$ cat src/rtl/bcd_convert_arbiter_if.sv
// Request/response bundle for bcd_convert_arbiter: NUM_REQ requesters in, one tagged BCD result out.
interface bcd_convert_arbiter_if #(
  parameter int unsigned NUM_REQ = 4,
  parameter int unsigned ID_W    = 2
);
  logic [NUM_REQ-1:0]   req_valid;
  logic [5*NUM_REQ-1:0] req_data;
  logic [NUM_REQ-1:0]   req_ready;
  logic                 out_valid;
  logic                 out_ready;
  logic [7:0]           out_bcd;
  logic                 out_error;
  logic [ID_W-1:0]      out_id;
  logic                 busy;

  modport master (
    output req_valid, req_data, out_ready,
    input  req_ready, out_valid, out_bcd, out_error, out_id, busy
  );

  modport slave (
    input  req_valid, req_data, out_ready,
    output req_ready, out_valid, out_bcd, out_error, out_id, busy
  );
endinterface

$ cat src/rtl/bcd_convert_arbiter.sv
// Round-robin arbiter sharing one 5-bit binary-to-BCD converter; one conversion in flight,
// registered two-digit result tagged with the owning requester id.
module binary_to_bcd (
  input  logic [4:0] bin,
  output logic [7:0] bcd,
  output logic       err
);
  always_comb begin
    bcd = '0;
    err = 1'b0;
    if (bin > 5'd29) begin
      err = 1'b1;
    end else if (bin >= 5'd20) begin
      bcd = {4'd2, 4'(bin - 5'd20)};
    end else if (bin >= 5'd10) begin
      bcd = {4'd1, 4'(bin - 5'd10)};
    end else begin
      bcd = {4'd0, bin[3:0]};
    end
  end
endmodule

module bcd_convert_arbiter #(
  parameter int unsigned NUM_REQ = 4,
  parameter int unsigned ID_W    = 2
) (
  input  logic                        clk,
  input  logic                        rst,
  bcd_convert_arbiter_if.slave        bus
);
  typedef enum logic [1:0] {IDLE, CONV, RESP} state_t;

  state_t          state_q, state_d;
  logic [ID_W-1:0] rr_ptr;
  logic [ID_W-1:0] grant_sel;
  logic [ID_W-1:0] grant_id;
  logic [4:0]      grant_data;
  logic            grant_found;
  logic [4:0]      data_q;
  logic [7:0]      conv_bcd;
  logic            conv_err;

  binary_to_bcd u_conv (
    .bin (data_q),
    .bcd (conv_bcd),
    .err (conv_err)
  );

  // Search starts at rr_ptr and wraps; first valid index wins.
  always_comb begin
    int unsigned idx;
    grant_found = 1'b0;
    grant_sel   = '0;
    grant_data  = '0;
    for (int unsigned i = 0; i < NUM_REQ; i++) begin
      idx = (32'(rr_ptr) + i) % NUM_REQ;
      if (!grant_found && bus.req_valid[idx]) begin
        grant_found = 1'b1;
        grant_sel   = ID_W'(idx);
        grant_data  = bus.req_data[5*idx +: 5];
      end
    end
  end

  always_comb begin
    state_d       = state_q;
    bus.req_ready = '0;
    case (state_q)
      IDLE: begin
        if (grant_found && !rst) begin
          bus.req_ready[grant_sel] = 1'b1;
          state_d = CONV;
        end
      end
      CONV:    state_d = RESP;
      RESP:    if (bus.out_ready) state_d = IDLE;
      default: state_d = IDLE;
    endcase
  end

  always_ff @(posedge clk) begin
    if (rst) begin
      state_q       <= IDLE;
      rr_ptr        <= '0;
      grant_id      <= '0;
      data_q        <= '0;
      bus.out_bcd   <= '0;
      bus.out_error <= 1'b0;
      bus.out_id    <= '0;
    end else begin
      state_q <= state_d;
      if (state_q == IDLE && grant_found) begin
        data_q   <= grant_data;
        grant_id <= grant_sel;
      end
      if (state_q == CONV) begin
        bus.out_bcd   <= conv_bcd;
        bus.out_error <= conv_err;
        bus.out_id    <= grant_id;
        rr_ptr        <= (grant_id == ID_W'(NUM_REQ - 1)) ? '0 : grant_id + 1'b1;
      end
    end
  end

  assign bus.out_valid = (state_q == RESP);
  assign bus.busy      = (state_q != IDLE);
endmodule

$ cat src/flat_wrapper.sv
// flat-port wrapper written by rule: the top's interface ports become plain ports
module bcd_convert_arbiter_flat 
#(
  parameter int unsigned NUM_REQ = 4,
  parameter int unsigned ID_W    = 2
)
  (clk, rst, bus_req_valid, bus_req_data, bus_out_ready, bus_req_ready, bus_out_valid, bus_out_bcd, bus_out_error, bus_out_id, bus_busy);
  bcd_convert_arbiter_if #(.NUM_REQ(NUM_REQ), .ID_W(ID_W)) bus_i ();
  input  logic clk;
  input  logic rst;
  input wire logic [$bits(bus_i.req_valid)-1:0] bus_req_valid;
  input wire logic [$bits(bus_i.req_data)-1:0] bus_req_data;
  input wire logic [$bits(bus_i.out_ready)-1:0] bus_out_ready;
  output wire logic [$bits(bus_i.req_ready)-1:0] bus_req_ready;
  output wire logic [$bits(bus_i.out_valid)-1:0] bus_out_valid;
  output wire logic [$bits(bus_i.out_bcd)-1:0] bus_out_bcd;
  output wire logic [$bits(bus_i.out_error)-1:0] bus_out_error;
  output wire logic [$bits(bus_i.out_id)-1:0] bus_out_id;
  output wire logic [$bits(bus_i.busy)-1:0] bus_busy;
  assign bus_i.req_valid = bus_req_valid;
  assign bus_i.req_data = bus_req_data;
  assign bus_i.out_ready = bus_out_ready;
  assign bus_req_ready = bus_i.req_ready;
  assign bus_out_valid = bus_i.out_valid;
  assign bus_out_bcd = bus_i.out_bcd;
  assign bus_out_error = bus_i.out_error;
  assign bus_out_id = bus_i.out_id;
  assign bus_busy = bus_i.busy;
  bcd_convert_arbiter #(.NUM_REQ(NUM_REQ), .ID_W(ID_W)) u_core (.clk(clk), .rst(rst), .bus(bus_i));
endmodule
$ cat config.mk
export PLATFORM = sky130hd
export DESIGN_NAME = bcd_convert_arbiter_flat
export DESIGN_NICKNAME = d
export VERILOG_FILES = /design/src/rtl/bcd_convert_arbiter_if.sv /design/src/rtl/bcd_convert_arbiter.sv /design/src/flat_wrapper.sv
export SDC_FILE = /design/constraint.sdc
export NUM_CORES = 1
export LEC_CHECK = 0
export CORE_ASPECT_RATIO = 1.25
export CORE_UTILIZATION = 51
export CTS_BUF_LIST = sky130_fd_sc_hd__clkbuf_4 sky130_fd_sc_hd__clkbuf_8
export CTS_CLUSTER_SIZE = 16
export DETAILED_ROUTE_END_ITERATION = 10
export HOLD_SLACK_MARGIN = 0.15
export PLACE_DENSITY = 0.82
export SLEW_MARGIN = 20
export SYNTH_ARGS = -nofsm -noshare
export SYNTH_HDL_FRONTEND = slang
export SYNTH_SLANG_ARGS = --single-unit
$ cat constraint.sdc
create_clock -name clk -period 2.1 [get_ports clk]
set_input_delay 0.42 -clock clk [delete_from_list [all_inputs] [get_ports clk]]
set_output_delay 0.42 -clock clk [all_outputs]
set_load 0.02 [all_outputs]
==> results of run 1 <==
[worst max-delay path, delay by kind of cell]
family          cells  cell delay (ps)
buf+inv             2              520
compound gates      2              520
simple gates        2              740
[cells in the mapped netlist, types with 5 or more instances]
| cell | number | area [sq um] |
|---|---|---|
| a22oi_1 | 7 | 52.6 |
| o21ai_0 | 21 | 105 |
| a21oi_1 | 25 | 125 |
| nand3_1 | 11 | 55.1 |
| clkbuf_1 | 14 | 52.6 |
| nand2b_1 | 7 | 43.8 |
| nor2_1 | 21 | 78.8 |
| or3_1 | 11 | 68.8 |
| ha_1 | 7 | 87.6 |
| nor2b_1 | 8 | 50.1 |
| a32oi_1 | 5 | 43.8 |
| a211oi_1 | 7 | 52.6 |
| dfxtp_1 | 20 | 400 |
| a311oi_1 | 5 | 43.8 |
| inv_1 | 7 | 26.3 |
| nand2_1 | 14 | 52.6 |
| mux2i_1 | 16 | 160 |
[routing by layer]
| layer | part of all wire | up-vias | wire, um |
|---|---|---|---|
| li1 | - | 1004 | - |
| met1 | 0.43 | 910 | 2030 |
| met2 | 0.51 | 73 | 2420 |
| met3 | 0.035 | 9 | 167 |
| met4 | 0.019 | 0 | 90 |
| met5 | 0 | - | 0 |
[power by group through the flow]
stage | clock network [mW] | logic, mW | registers, mW
after floorplan | 0 | 0.341 | 0.480
after global placement | 0 | 0.554 | 0.476
after detailed placement | 0 | 0.565 | 0.479
after CTS | 0.390 | 0.592 | 0.471
after global routing | 0.412 | 0.685 | 0.482
final | 0.384 | 0.623 | 0.473
[timing repair]
| action | in CTS | in global routing |
|---|---|---|
| resized for setup | 29 | 15 |
| pin swaps | 3 | 6 |
| endpoints found under the setup margin | 9 | 9 |
| buffers inserted | 6 | 3 |
| gates cloned | 0 | 0 |
[kinds of logic (layout without fill, tap and decap cells)]
logic type               after synthesis  in the layout  synth area share
flip-flops                            20             20             0.228
AO/OA/AOI/OAI                         80             80             0.284
multiplexers                          17             17            0.0974
adder cells (fa/ha/maj)                7              7            0.0498
AND/OR/NAND/NOR                       87             87             0.263
buffers and inverters                 28             84            0.0704
other                                  1              2           0.00213
XOR/XNOR                               1              1           0.00498
[cell usage in the layout (no fill, tap or decap), types with 4 or more instances in the layout]
cell,n
nor2b_1,7
mux2i_1,15
ha_1,7
a32oi_1,5
nand2b_1,6
o21ai_0,21
or3_1,11
a311oi_1,5
nand3_1,11
clkdlybuf4s50_1,33
inv_1,7
nor2_1,20
buf_6,4
a211oi_1,6
buf_4,30
nand2_1,14
dfxtp_1,19
a21oi_1,25
a22oi_1,7
[layout make-up]
| cell class | count | area (sq um) |
|---|---|---|
| fillers | 254 | 764 |
| clock inverters | 1 | 30.0 |
| inverters | 7 | 26.3 |
| flip-flops and latches | 20 | 404 |
| repair buffers | 73 | 639 |
| well taps | 37 | 46.3 |
| multi-input cells | 194 | 1300 |
| clock buffers | 3 | 41.3 |
[path summary, 6_finish.rpt]
| path | to | slack [ps] | cells after the start |
|---|---|---|---|
| worst max-delay path | u_core.data_q[3] | 60 | 6 |
| worst min-delay path | u_core.bus.out_bcd[3] | 460 | 2 |
| worst max register to register | u_core.data_q[3] | 90 | 5 |
| worst min register to register | u_core.bus.out_bcd[3] | 460 | 2 |
[sequential cells by signal, indices dropped and copies added (netlist names)]
name                  cells
u_core.bus.out_bcd        6
u_core.data_q             5
u_core.bus.out_id         2
u_core.grant_id           2
u_core.rr_ptr             2
u_core.state_q            2
u_core.bus.out_error      1
==> metrics, run 1 <==
RSZ-0062 raised after global routing true; full die area 0.00369 sq mm; RePlAce Congestion 0.809; fmax 490 MHz; Seq/Total Area, Yosys 0.228; first-pass GRT wire length 7320 um; Flop pwr share 0.319; Int Power 0.982 mW; initial core utilization 0.541; dpl hpwl 3300 um; row count 23; Residual DRC 0; IR drop worst, VDD 0.000585 V; Yosys reg bits 20; CTS buffer count 3; Area growth, synth to finish 41.4%; Final Cycle Share 0.971; met1 Use GR 0.317; Final Max Slew Viols 0; final net count 333; die height 67.7 um; CTS H-Tree Depth 1; Routed WL 4710 um; cts hold-fix bufs 0; First-pass DRT Iterations 4; drt via density 5.96; Non-Filler Cell Area, Final 0.00249 sq mm; CP max stage delay 390 ps; status finished, final reports clean; io pins 44; DP Area 0.00229 sq mm; Core Area 0.00325 sq mm; Sw Pwr 0.498 mW; synth unique cells 40; CTS Root Cell clkbuf_8; mapped cell area 0.00176 sq mm; Net Sw Frac 0.337; Worst Path Arrival 2210 ps; crit path kind input pin to flip-flop; hold_ws 456 ps; Worst Max-Slew Pin Slew 547 ps; relative slew slack 0.634; Clock Sinks 20; gr busiest metal met2; CTS max path bufs 2; Wirelength per Cell 14.1 um; largest net degree at the start of global routing 47; vias in the first global route 1689; Ant. Diodes 0; Post-Synthesis Cells 241; Total GRT Usage 0.268; worst-path fanout max 12; final hold vios 0; clk_skew 4.86 ps; Worst Setup End Kind flip-flop; via count 1996; Worst Path Required 2270 ps; Cell Pwr Density 595 mW/mm^2; leakage 0.978 nW; antenna violations before repair 0; Worst-path clk slew 70 ps; grt ovf 0; Worst R2R Start u_core.rr_ptr[1]; ys flop type dfxtp_1; met2 GRT Util 0.482; Layout Utilization 0.765; EDFF count, synth 0; cell count after placement 322; Setup violations, final 0; final std cells w/o fill 335; CTS tree built; Final WS setup 59.9 ps; Critical Path Source bus_req_valid[1]; setup TNS 0 ps; Skew-Pair Late Insertion Delay 260 ps; combinational share of power 0.421; Max Cap Viol 0; Avg Cell Area, Syn 7.30 sq um; HP Class flip-flop to flip-flop; CP Cell Sequence dlygate4sd2_1 -> buf_4 -> or3b_1 -> o22a_1 -> or3_1 -> a311oi_1; Period minus WS final 2040 ps; ys async rst share 0; slowest stage cell, crit path or3b_1; Die W 54.5 um; total power 1.48 mW; final antenna-violating net count 0; DRC violation total after the first TritonRoute iteration 77; dpl ws -587 ps; Syn. warnings 0; hold wc startpoint u_core.bus.out_bcd[3]; Startpoint Class input pin; GR met3 Demand/Resource 0.0293; Clock Power Share 0.259; layout cell share with drive strength beyond 1 0.171; I/O Buffers 41
No activity file was read; power rests on OpenSTA's default activity.
==> run 2: changes to the inputs <==
--- a/config.mk
+++ b/config.mk
@@ -5,6 +5,7 @@
 export SDC_FILE = /design/constraint.sdc
 export NUM_CORES = 1
 export LEC_CHECK = 0
+export CAP_MARGIN = 20
 export CORE_ASPECT_RATIO = 1.25
 export CORE_UTILIZATION = 51
 export CTS_BUF_LIST = sky130_fd_sc_hd__clkbuf_4 sky130_fd_sc_hd__clkbuf_8
==> results of run 2 <==
The final DEF is identical to that of run 1; final timing and power are the same.
==> run 3: changes to the inputs <==
--- a/config.mk
+++ b/config.mk
@@ -6,7 +6,7 @@
 export NUM_CORES = 1
 export LEC_CHECK = 0
 export CAP_MARGIN = 20
-export CORE_ASPECT_RATIO = 1.25
+export CORE_ASPECT_RATIO = 0.8
 export CORE_UTILIZATION = 51
 export CTS_BUF_LIST = sky130_fd_sc_hd__clkbuf_4 sky130_fd_sc_hd__clkbuf_8
 export CTS_CLUSTER_SIZE = 16
==> metrics, run 3 (synthesis gave the netlist of run 1 again) <==
status finished, final reports clean; final antenna-violating net count 0; multi-input logic area 0.00128 sq mm; antenna violations before repair 0; Ant. Diodes 0; Worst R2R Start u_core.rr_ptr[1]; grt ovf 0; dpl hpwl 3720 um; final std cells w/o fill 342; cts hold-fix bufs 0; Wirelength per Cell 15.6 um; Setup violations, final 0; leakage 0.998 nW; commonest non-fill, non-tap cell in the layout buf_4; HP Class flip-flop to flip-flop; CTS tree built; Skew-Pair Late Insertion Delay 260 ps; drt via density 6.04; Die W 67.7 um; Layout Utilization 0.790; Period minus WS final 2050 ps; Largest register FFs 6; Worst Max-Slew Pin Slew 665 ps; vias in the first global route 1925; via count 2067; crit path kind input pin to output port; Residual DRC 0; relative slew slack 0.555; Worst-path clk slew 70 ps; Max Cap Viol 0; worst-path fanout max 5; dpl ws -659 ps; Total GRT Usage 0.300; Final WS setup 51.7 ps; Biggest register u_core.bus.out_bcd; top flop regs u_core.bus.out_bcd: 6 flops, u_core.data_q: 5 flops; First-pass DRT Iterations 4; cell count after placement 330; IR drop worst, VDD 0.000600 V; largest net degree at the start of global routing 48; Clock Sinks 20; commonest non-fill, non-tap cells in the layout buf_4 (37), clkdlybuf4s50_1 (33), a21oi_1 (25), nor2_1 (21), o21ai_0 (21); row count 18; Core Area 0.00318 sq mm; I/O Buffers 41; Reg area 402 sq um; layout cell share with drive strength beyond 1 0.175; Final Cycle Share 0.975; Routed WL 5320 um; Area growth, synth to finish 42.6%; Worst Path Arrival 1630 ps; first-pass GRT wire length 8420 um; clk_skew 1.22 ps; CTS H-Tree Depth 1; final hold vios 0; full die area 0.00369 sq mm; fill count 213; Critical Path Source bus_req_valid[3]; Worst Path Required 1680 ps; final net count 337; io pins 44; fmax 488 MHz; Startpoint Class input pin; CTS Root Cell clkbuf_8; Worst Setup End Kind output port; CTS max path bufs 2; RePlAce Congestion 0.855; Cell Pwr Density 595 mW/mm^2; CTS buffer count 3; die height 54.5 um; DRC violation total after the first TritonRoute iteration 138; hold wc startpoint u_core.bus.out_bcd[4]; Final Max Slew Viols 0; initial core utilization 0.554; hold_ws 465 ps
==> run 3: metrics by stage <==
stage                     cell area [sq um]  TNS (ps)  total power [mW]
after floorplan                        1760         0             0.821
after global placement                 2350     -3960              1.04
after detailed placement               2350     -4320              1.06
after CTS                              2490         0              1.47
after global routing                   2510     -53.9              1.57
final                                  2510         0              1.49
==> run 3: repair_timing <==
action                                  in CTS  in global routing
hold endpoints to repair                     0                  0
gates resized for setup                     25                  8
pin swaps                                    3                  7
buffers inserted                             8                  0
endpoints found under the setup margin       9                  9
==> run 3: worst paths after layout <==
kind / slack (ps) / cells after the start / end
setup / recovery: 50 / 7 / bus_req_ready[0]
hold / removal: 470 / 2 / u_core.bus.out_bcd[4]
setup reg to reg: 60 / 6 / u_core.data_q[1]
hold reg to reg: 470 / 2 / u_core.bus.out_bcd[4]
==> run 3: routing by layer <==
layer	vias to the layer above	global-route usage	wire length [um]
met1	975	0.360	2370
met4	0	0.0745	60
li1	1007	-	-
met3	8	0.0604	332
met5	-	0	0
met2	77	0.546	2560
==> run 3: critical path: stages <==
cell and delay, ps:
clkdlybuf4s15_1 290, nand2b_1 170, a21oi_1 90, a211oi_2 280, nand2b_1 170, nor2_1 50
buf_4 150
==> run 3: area by class of cell <==
| type | count | share of cell area |
|---|---|---|
| Clock inverter | 1 | 0.0120 |
| Inverter | 7 | 0.0105 |
| Tap cell | 40 | 0.0200 |
| Timing Repair Buffer | 77 | 0.269 |
| Sequential cell | 20 | 0.160 |
| Clock buffer | 3 | 0.0165 |
| Multi-Input combinational cell | 194 | 0.512 |
==> run 3: power by group <==
group          switching, mW  leakage [nW]  internal (mW)
Combinational          0.331         0.798          0.309
Sequential            0.0479         0.165          0.423
Clock                  0.127        0.0357          0.254
